[src/rtl/multicycle_controller_if.sv]
// Control bus between the multicycle MIPS controller and its datapath.
// master = controller side, slave = datapath side.
interface multicycle_controller_if;
    logic [5:0] op;
    logic [5:0] funct;
    logic [4:0] rt;
    logic       zero;
    logic       memready;

    logic       iord;
    logic       memwrite;
    logic       irwrite;
    logic       pcwrite;
    logic [1:0] pcsrc;
    logic       alusrca;
    logic [1:0] alusrcb;
    logic [2:0] alucontrol;
    logic       regdst;
    logic       memtoreg;
    logic       regwrite;
    logic       illegal;
    logic       memerr;

    modport master (
        input  op, funct, rt, zero, memready,
        output iord, memwrite, irwrite, pcwrite, pcsrc, alusrca, alusrcb,
               alucontrol, regdst, memtoreg, regwrite, illegal, memerr
    );

    modport slave (
        output op, funct, rt, zero, memready,
        input  iord, memwrite, irwrite, pcwrite, pcsrc, alusrca, alusrcb,
               alucontrol, regdst, memtoreg, regwrite, illegal, memerr
    );
endinterface

[src/rtl/multicycle_controller.sv]
// Moore FSM sequencing a multicycle MIPS datapath with one shared ALU and a
// unified memory port; memory states stall on memready with a timeout abort.
module multicycle_controller #(
    parameter int unsigned MEM_TIMEOUT = 15
) (
    input  logic                          clk,
    input  logic                          reset,
    multicycle_controller_if.master       bus
);
    localparam int unsigned WAIT_W = 8;

    localparam logic [5:0] OP_RTYPE  = 6'h00;
    localparam logic [5:0] OP_REGIMM = 6'h01;
    localparam logic [5:0] OP_J      = 6'h02;
    localparam logic [5:0] OP_BEQ    = 6'h04;
    localparam logic [5:0] OP_ADDIU  = 6'h09;
    localparam logic [5:0] OP_ORI    = 6'h0D;
    localparam logic [5:0] OP_LUI    = 6'h0F;
    localparam logic [5:0] OP_LW     = 6'h23;
    localparam logic [5:0] OP_SW     = 6'h2B;

    localparam logic [5:0] FN_ADDU = 6'h21;
    localparam logic [5:0] FN_SUBU = 6'h23;
    localparam logic [5:0] FN_AND  = 6'h24;
    localparam logic [5:0] FN_OR   = 6'h25;
    localparam logic [5:0] FN_SLTU = 6'h2B;

    localparam logic [2:0] ALU_SLTU = 3'b000;
    localparam logic [2:0] ALU_SUBU = 3'b001;
    localparam logic [2:0] ALU_SGE  = 3'b010;
    localparam logic [2:0] ALU_LUI  = 3'b011;
    localparam logic [2:0] ALU_ADDU = 3'b101;
    localparam logic [2:0] ALU_OR   = 3'b110;
    localparam logic [2:0] ALU_AND  = 3'b111;

    typedef enum logic [3:0] {
        S_FETCH, S_DECODE, S_MEMADR, S_MEMRD, S_MEMWR, S_MEMWB,
        S_EXEC, S_ALUWB, S_BRANCH, S_IEXEC, S_IWB, S_JUMP
    } state_t;

    state_t              r_state;
    state_t              w_state_next;
    logic [WAIT_W-1:0]   r_wait;
    logic                w_memerr;
    logic                w_timeout;
    logic                w_mem_state;
    logic                w_rtype_ok;
    logic                w_branch_op;
    logic                w_imm_op;

    assign w_mem_state = (r_state == S_FETCH) || (r_state == S_MEMRD) || (r_state == S_MEMWR);
    assign w_timeout   = (r_wait == WAIT_W'(MEM_TIMEOUT)) && !bus.memready;
    assign w_rtype_ok  = (bus.op == OP_RTYPE) &&
                         ((bus.funct == FN_ADDU) || (bus.funct == FN_SUBU) ||
                          (bus.funct == FN_AND)  || (bus.funct == FN_OR)   ||
                          (bus.funct == FN_SLTU));
    assign w_branch_op = (bus.op == OP_BEQ) || ((bus.op == OP_REGIMM) && (bus.rt == 5'd0));
    assign w_imm_op    = (bus.op == OP_ADDIU) || (bus.op == OP_ORI) || (bus.op == OP_LUI);

    // State register and memory wait counter; counter restarts on every state entry.
    always_ff @(posedge clk) begin
        if (reset) begin
            r_state <= S_FETCH;
            r_wait  <= '0;
        end else begin
            r_state <= w_state_next;
            if ((w_state_next != r_state) || w_memerr) begin
                r_wait <= '0;
            end else if (w_mem_state && !bus.memready) begin
                r_wait <= r_wait + WAIT_W'(1);
            end
        end
    end

    always_comb begin
        w_state_next   = r_state;
        w_memerr       = 1'b0;
        bus.iord       = 1'b0;
        bus.memwrite   = 1'b0;
        bus.irwrite    = 1'b0;
        bus.pcwrite    = 1'b0;
        bus.pcsrc      = 2'b00;
        bus.alusrca    = 1'b0;
        bus.alusrcb    = 2'b00;
        bus.alucontrol = ALU_ADDU;
        bus.regdst     = 1'b0;
        bus.memtoreg   = 1'b0;
        bus.regwrite   = 1'b0;
        bus.illegal    = 1'b0;

        case (r_state)
            S_FETCH: begin
                bus.alusrcb = 2'b01;
                if (bus.memready) begin
                    bus.irwrite  = 1'b1;
                    bus.pcwrite  = 1'b1;
                    w_state_next = S_DECODE;
                end else if (w_timeout) begin
                    w_memerr     = 1'b1;
                    w_state_next = S_FETCH;
                end
            end
            S_DECODE: begin
                bus.alusrcb = 2'b11;
                if ((bus.op == OP_LW) || (bus.op == OP_SW)) begin
                    w_state_next = S_MEMADR;
                end else if (w_rtype_ok) begin
                    w_state_next = S_EXEC;
                end else if (w_branch_op) begin
                    w_state_next = S_BRANCH;
                end else if (w_imm_op) begin
                    w_state_next = S_IEXEC;
                end else if (bus.op == OP_J) begin
                    w_state_next = S_JUMP;
                end else begin
                    bus.illegal  = 1'b1;
                    w_state_next = S_FETCH;
                end
            end
            S_MEMADR: begin
                bus.alusrca  = 1'b1;
                bus.alusrcb  = 2'b10;
                w_state_next = (bus.op == OP_SW) ? S_MEMWR : S_MEMRD;
            end
            S_MEMRD: begin
                bus.iord = 1'b1;
                if (bus.memready) begin
                    w_state_next = S_MEMWB;
                end else if (w_timeout) begin
                    w_memerr     = 1'b1;
                    w_state_next = S_FETCH;
                end
            end
            S_MEMWR: begin
                bus.iord = 1'b1;
                // Strobe is withdrawn in the abort cycle so a timed-out store never lands.
                if (bus.memready) begin
                    bus.memwrite = 1'b1;
                    w_state_next = S_FETCH;
                end else if (w_timeout) begin
                    w_memerr     = 1'b1;
                    w_state_next = S_FETCH;
                end else begin
                    bus.memwrite = 1'b1;
                end
            end
            S_MEMWB: begin
                bus.memtoreg = 1'b1;
                bus.regwrite = 1'b1;
                w_state_next = S_FETCH;
            end
            S_EXEC: begin
                bus.alusrca = 1'b1;
                case (bus.funct)
                    FN_SUBU: bus.alucontrol = ALU_SUBU;
                    FN_AND:  bus.alucontrol = ALU_AND;
                    FN_OR:   bus.alucontrol = ALU_OR;
                    FN_SLTU: bus.alucontrol = ALU_SLTU;
                    default: bus.alucontrol = ALU_ADDU;
                endcase
                w_state_next = S_ALUWB;
            end
            S_ALUWB: begin
                bus.regdst   = 1'b1;
                bus.regwrite = 1'b1;
                w_state_next = S_FETCH;
            end
            S_BRANCH: begin
                // bltz compares rs >= $0 signed; a zero result means rs < 0, i.e. taken.
                bus.alusrca    = 1'b1;
                bus.pcsrc      = 2'b01;
                bus.pcwrite    = bus.zero;
                bus.alucontrol = (bus.op == OP_BEQ) ? ALU_SUBU : ALU_SGE;
                w_state_next   = S_FETCH;
            end
            S_IEXEC: begin
                bus.alusrca = 1'b1;
                bus.alusrcb = 2'b10;
                case (bus.op)
                    OP_ORI:  bus.alucontrol = ALU_OR;
                    OP_LUI:  bus.alucontrol = ALU_LUI;
                    default: bus.alucontrol = ALU_ADDU;
                endcase
                w_state_next = S_IWB;
            end
            S_IWB: begin
                bus.regwrite = 1'b1;
                w_state_next = S_FETCH;
            end
            S_JUMP: begin
                bus.pcsrc    = 2'b10;
                bus.pcwrite  = 1'b1;
                w_state_next = S_FETCH;
            end
            default: w_state_next = S_FETCH;
        endcase

        // Under reset: FETCH selects, every enable and pulse held low.
        if (reset) begin
            w_state_next   = S_FETCH;
            w_memerr       = 1'b0;
            bus.iord       = 1'b0;
            bus.memwrite   = 1'b0;
            bus.irwrite    = 1'b0;
            bus.pcwrite    = 1'b0;
            bus.pcsrc      = 2'b00;
            bus.alusrca    = 1'b0;
            bus.alusrcb    = 2'b01;
            bus.alucontrol = ALU_ADDU;
            bus.regdst     = 1'b0;
            bus.memtoreg   = 1'b0;
            bus.regwrite   = 1'b0;
            bus.illegal    = 1'b0;
        end

        bus.memerr = w_memerr;
    end
endmodule

[src/flat_wrapper.sv]
// flat-port wrapper written by rule: the top's interface ports become plain ports
module multicycle_controller_flat 
#(
    parameter int unsigned MEM_TIMEOUT = 15
)
  (clk, reset, bus_op, bus_funct, bus_rt, bus_zero, bus_memready, bus_iord, bus_memwrite, bus_irwrite, bus_pcwrite, bus_pcsrc, bus_alusrca, bus_alusrcb, bus_alucontrol, bus_regdst, bus_memtoreg, bus_regwrite, bus_illegal, bus_memerr);
  multicycle_controller_if bus_i ();
  input  logic clk;
  input  logic reset;
  input wire logic [$bits(bus_i.op)-1:0] bus_op;
  input wire logic [$bits(bus_i.funct)-1:0] bus_funct;
  input wire logic [$bits(bus_i.rt)-1:0] bus_rt;
  input wire logic [$bits(bus_i.zero)-1:0] bus_zero;
  input wire logic [$bits(bus_i.memready)-1:0] bus_memready;
  output wire logic [$bits(bus_i.iord)-1:0] bus_iord;
  output wire logic [$bits(bus_i.memwrite)-1:0] bus_memwrite;
  output wire logic [$bits(bus_i.irwrite)-1:0] bus_irwrite;
  output wire logic [$bits(bus_i.pcwrite)-1:0] bus_pcwrite;
  output wire logic [$bits(bus_i.pcsrc)-1:0] bus_pcsrc;
  output wire logic [$bits(bus_i.alusrca)-1:0] bus_alusrca;
  output wire logic [$bits(bus_i.alusrcb)-1:0] bus_alusrcb;
  output wire logic [$bits(bus_i.alucontrol)-1:0] bus_alucontrol;
  output wire logic [$bits(bus_i.regdst)-1:0] bus_regdst;
  output wire logic [$bits(bus_i.memtoreg)-1:0] bus_memtoreg;
  output wire logic [$bits(bus_i.regwrite)-1:0] bus_regwrite;
  output wire logic [$bits(bus_i.illegal)-1:0] bus_illegal;
  output wire logic [$bits(bus_i.memerr)-1:0] bus_memerr;
  assign bus_i.op = bus_op;
  assign bus_i.funct = bus_funct;
  assign bus_i.rt = bus_rt;
  assign bus_i.zero = bus_zero;
  assign bus_i.memready = bus_memready;
  assign bus_iord = bus_i.iord;
  assign bus_memwrite = bus_i.memwrite;
  assign bus_irwrite = bus_i.irwrite;
  assign bus_pcwrite = bus_i.pcwrite;
  assign bus_pcsrc = bus_i.pcsrc;
  assign bus_alusrca = bus_i.alusrca;
  assign bus_alusrcb = bus_i.alusrcb;
  assign bus_alucontrol = bus_i.alucontrol;
  assign bus_regdst = bus_i.regdst;
  assign bus_memtoreg = bus_i.memtoreg;
  assign bus_regwrite = bus_i.regwrite;
  assign bus_illegal = bus_i.illegal;
  assign bus_memerr = bus_i.memerr;
  multicycle_controller #(.MEM_TIMEOUT(MEM_TIMEOUT)) u_core (.clk(clk), .reset(reset), .bus(bus_i));
endmodule
[config.mk]
export PLATFORM = sky130hd
export DESIGN_NAME = multicycle_controller_flat
export DESIGN_NICKNAME = d
export VERILOG_FILES = /design/src/rtl/multicycle_controller_if.sv /design/src/rtl/multicycle_controller.sv /design/src/flat_wrapper.sv
export SDC_FILE = /design/constraint.sdc
export NUM_CORES = 1
export LEC_CHECK = 0
export ABC_CLOCK_PERIOD_IN_PS = 2000
export CORE_AREA = 2 2 59 61
export CTS_BUF_LIST = sky130_fd_sc_hd__clkbuf_8
export DETAILED_ROUTE_END_ITERATION = 16
export DIE_AREA = 0 0 61 63
export GPL_TIMING_DRIVEN = 0
export PLACE_DENSITY = 0.76
export SYNTH_ARGS = -nofsm -noshare
export SYNTH_HDL_FRONTEND = slang
export SYNTH_SLANG_ARGS = --single-unit
export TNS_END_PERCENT = 1
[constraint.sdc]
create_clock -name clk -period 2 [get_ports clk]
set_clock_uncertainty 0.2 [all_clocks]
set_input_delay 0.5 -clock clk [delete_from_list [all_inputs] [get_ports clk]]
set_output_delay 0.5 -clock clk [all_outputs]
set_load 0.02 [all_outputs]
Word level (Yosys, flattened, before mapping)
Index checks and enable logic that the tools add are counted.

operators by class
  $add $sub $neg = 1
  equality and inequality tests = 26
  mux-type cells = 51
  reduce and logical (&&, ||, !) cells = 25

operators with widths
  kind                                                 count
  equality test 6 bit, second input constant           7
  two-way mux 4 bit                                    10
  two-way mux 1 bit                                    29
  one-hot mux 4 bit (7 select lines)                   1
  equality test 6 x 4 -> 1 bit, second input constant  3
  equality test 4 x 3 -> 1 bit, second input constant  4
  equality test 4 bit, second input constant           4
  one-hot mux 3 bit (4 select lines)                   1
  logical OR 1 bit                                     11
  one-hot mux 3 bit (3 select lines)                   1
  adder 8 x 1 -> 8 bit, second input constant          1
  equality test 4 x 2 -> 1 bit, second input constant  2
  equality test 8 x 4 -> 1 bit, second input constant  1
  equality test 6 x 1 -> 1 bit, second input constant  1
  equality test 6 x 2 -> 1 bit, second input constant  1
  equality test 6 x 3 -> 1 bit, second input constant  1
  logical NOT 6 bit                                    1
  two-way mux 2 bit                                    3
  two-way mux 3 bit                                    2
  one-hot mux 2 bit (3 select lines)                   1
  one-hot mux 3 bit (2 select lines)                   1
  OR reduction 2 bit                                   3
  OR reduction 3 bit                                   2
  logical NOT 5 bit                                    1
  8 further kinds                                      11

word-level totals
  register bits after elaboration = 12
  logic and storage cells = 105

Logic depth before layout (Yosys ltp)
  depth after elaboration = 13
  depth in mapped cells = 7
  mapped depth without buffers = 5

Worst setup path before layout
No wires, ideal clock.

  kind = register to output
  from = register u_core.r_state[2]
  to = output port bus_pcwrite
  arrival = 1783 ps
  data required time = 1300 ps
  slack = -483 ps
  cell stages (with the launch flop) = 5
  buffers on the path = 2
  path through = dfxtp_1 > buf_2 > clkbuf_1 > nor4_1 > a211o_1

between the ends
  word-level cells in the longest chain between the ends = 3
  elaborated cells on any way between the ends = 5
  those cells by class = 2 x eq/ne; 2 x mux; 1 x reduce/logical

RTL lines
  element                                                          RTL line                      RTL
  start: declaration                                               multicycle_controller.sv:41   state_t r_state;
  start signal: assignment                                         multicycle_controller.sv:66   r_state <= w_state_next;
  equality test 4 bit / logical NOT 4 bit (equally long branches)  multicycle_controller.sv:91   case (r_state)
  one-hot mux 1 bit (3 select lines) (*)                           multicycle_controller.sv:91
  two-way mux 1 bit (*)                                            multicycle_controller.sv:199  if (reset) begin
  end: declaration                                                 flat_wrapper.sv:18            output wire logic [$bits(bus_i.pcwrite)-1:0] bus_pcwrite;

Mark *: on every way between the ends. The rest lies on a longest branch, timed or not.

Worst setup path after layout
  from = register u_core.r_state[1]
  to = output port bus_memerr

between the ends
  word-level cells in the longest chain between the ends = 4
  elaborated cells on any way between the ends = 6
  those cells by class = 2 x eq/ne; 2 x mux; 2 x reduce/logical

RTL lines
  element                                                     RTL line                      RTL
  equality test 4 x 3 -> 1 bit, or another cell as far along  multicycle_controller.sv:91
  OR reduction 3 bit (no line) (*)                            -
  two-way mux 1 bit (*)                                       -
  two-way mux 1 bit (*)                                       multicycle_controller.sv:199
  end: declaration                                            flat_wrapper.sv:27            output wire logic [$bits(bus_i.memerr)-1:0] bus_memerr;

Marked as above.

==> out/results.txt <==
Worst Path Class, Setup = reg -> out
Post-DP HPWL = 3250 µm
GP Congestion = 0.883
RSZ-0062 raised after global routing = true
Num rows = 21
IO buf count = 36
CP required = 1300 ps
Synth area leaders = dfxtp_1, nor4_2, nor2_1, nor3_1, nand2b_1
Worst Hold Depth = 2
Syn_area_per_cell = 7.92 µm²
Core Area = 0.00323 mm²
Relative slew margins = 64.6%
Initial DRC count = 157
Max VDD drop = 0.000137 V
Synth async-reset ratio = 0%
Fin crit share = 115%
Share of layout cells above drive strength 1 = 53.4%
CTS root buf = clkbuf_8
All-Layer GR Usage = 29.2%
Number of synthesized flops with an enable pin = 0
Setup TNS Final = -4140 ps
Clock Tree Buf Depth = 2
Post-synth top area cell = dfxtp_1
Final setup margin = -291 ps
Largest net degree at the start of global routing = 11
Synth top area share = 17.2%
Die Height = 63 µm
Sequential area share after synthesis = 17.2%
Num CTS Buffers = 3
Worst Setup SP = u_core.r_state[1]
Failing checks = negative setup slack
Pre-Repair DR Iteration Count = 5
Post-synth net total = 198
Hold Crit Class = reg -> reg
CP Data Arrival Time = 1590 ps
Number of hold buffers added after cts = 0
Crit Path Max Fanout = 10
Fmax = 0.437 GHz
Num ports = 38
Final Max Slew Viols = 0
Vias = 1,778
Measured slew at the worst slew-check pin = 527 ps
Fill count = 227
Die X = 61 µm
Number of max-cap violations = 0
CTS Sinks = 12
Initial core utilization = 43.1%
Post-DR wirelength/cell = 18.9 µm
Tmin final = 2290 ps
ANT cells = 0
Cells after Synth = 176
Final core utilization = 72.0%
Count of final hold-check violations = 0
Setup violators final = 25
DRT antenna net count = 0
Yosys cell types = 60
Pwr/cell area = 334 mW/mm²
Initial antenna violation count = 0
Top_reg_cell synth = dfxtp_1
CTS tree = done
Leak = 0.849 nW
Most frequent cells in the layout = buf_4, nor2_1, nand2_1
Worst r2r src = u_core.r_state[3]
H-tree depth = 1
Syn. warnings = 0
Critical path endpoint category = primary output
Overflow after GRT = 0
Register-to-register setup slack = -200 ps
Synth Cell Area = 0.00139 mm²
Nets = 258
First-pass GRT wire length = 8530 µm
DR vias/cell = 6.35
DRC = 0
Area grow syn2layout = 67.1%
Critical R2R Capture = u_core.r_wait[6]
Die footprint = 0.00384 mm²
Worst-path clk slew = 50 ps
Drt total wl = 5290 µm
R2R depth = 6
Capture point of the critical path = bus_memerr
Worst skew pair latency = 250 ps
Vias in the first global route = 1,794
Startpoint class of the critical path = flop
Yosys reg bits = 12
Status = finished, violations left
Most common cell after layout, fill and taps aside = buf_4
synth_stat cells (2+ instances only):
library cell,n
nor2_1,16
dfxtp_1,12
nand2_1,11
nor3_1,11
a21oi_1,8
nand2b_1,8
nor4_2,8
inv_1,7
nand3_1,5
nand4_1,5
xor2_1,5
a211o_1,4
buf_2,3
nor3b_1,3
nor4_1,3
or2_2,3
a211oi_1,2
a22oi_1,2
a31oi_1,2
a41oi_1,2
and2_1,2
and3_1,2
buf_4,2
buf_6,2
clkbuf_1,2
mux2i_1,2
nand3b_1,2
nor2b_1,2
nor4b_1,2
nor4b_2,2
o2111ai_2,2
o21bai_1,2
o22ai_1,2
o31ai_1,2
or3_1,2
xnor2_1,2
metal layers:
layer	part of all wire (%)	vias to the layer above	track usage, %
li1	-	791	-
met1	37	841	34.6
met2	50	109	47.3
met3	7.7	37	5.38
met4	5.2	0	16.8
met5	0	-	0
per-stage QoR:
stage	instances	instance area [µm²]	total power [mW]	setup WS [ps]	hold WS [ps]
final	280	2330	0.777	-291	441
after global routing	280	2330	0.805	-334	475
after CTS	277	2260	0.750	-242	428
after detailed placement	258	1900	0.482	-1320	403
after global placement	258	1900	0.476	-1330	401
after floorplan	176	1480	0.392	-144	377
cell families after synthesis:
family	share of synthesized area (%)
buf+inv	6.46
xor+xnor	4.40
fa+ha+maj	0.898
compound gates	23.1
mux	1.44
simple gates	46.5
flops	17.2
cell type report:
type | count | area (µm²) | area share [%]
flip-flops and latches | 12 | 254 | 10.9
inverters | 7 | 26.3 | 1.13
repair buffers | 57 | 479 | 20.6
plain buffers | 8 | 106 | 4.57
well taps | 46 | 57.6 | 2.47
multi-input cells | 147 | 1360 | 58.6
clock buffers | 3 | 41.3 | 1.77
how the worst min path moves through the flow:
stage | start | to | slack (ps)
after detailed placement | u_core.r_wait[3] | u_core.r_wait[3] | 400
after global routing | u_core.r_wait[5] | u_core.r_wait[5] | 470
after global placement | u_core.r_wait[3] | u_core.r_wait[3] | 400
final | u_core.r_wait[5] | u_core.r_wait[5] | 440
after floorplan | u_core.r_wait[3] | u_core.r_wait[3] | 380
after CTS | u_core.r_wait[3] | u_core.r_wait[3] | 430
report_power, final:
part	switching (mW)	internal (mW)
logic	0.154	0.145
clock network	0.0926	0.133
registers	0.0103	0.242
total	0.257	0.519
sequential cells by signal, indices dropped and copies added (netlist names):
name / cells
u_core.r_state: 4
u_core.r_wait: 8
worst max-delay path: stages, from the launching register on:
cell and delay (ps):
dfxtp_4 410, buf_6 170, nand3b_1 180, and2_4 240, nor3_4 180, buf_4 170
repair_timing:
action                                  CTS  global route
buffers inserted                         17             3
pin swaps                                27            17
endpoints found under the setup margin   29            25
gates cloned                              1             0
gates resized for setup                 200            15
No activity file was read; power rests on OpenSTA's default activity.
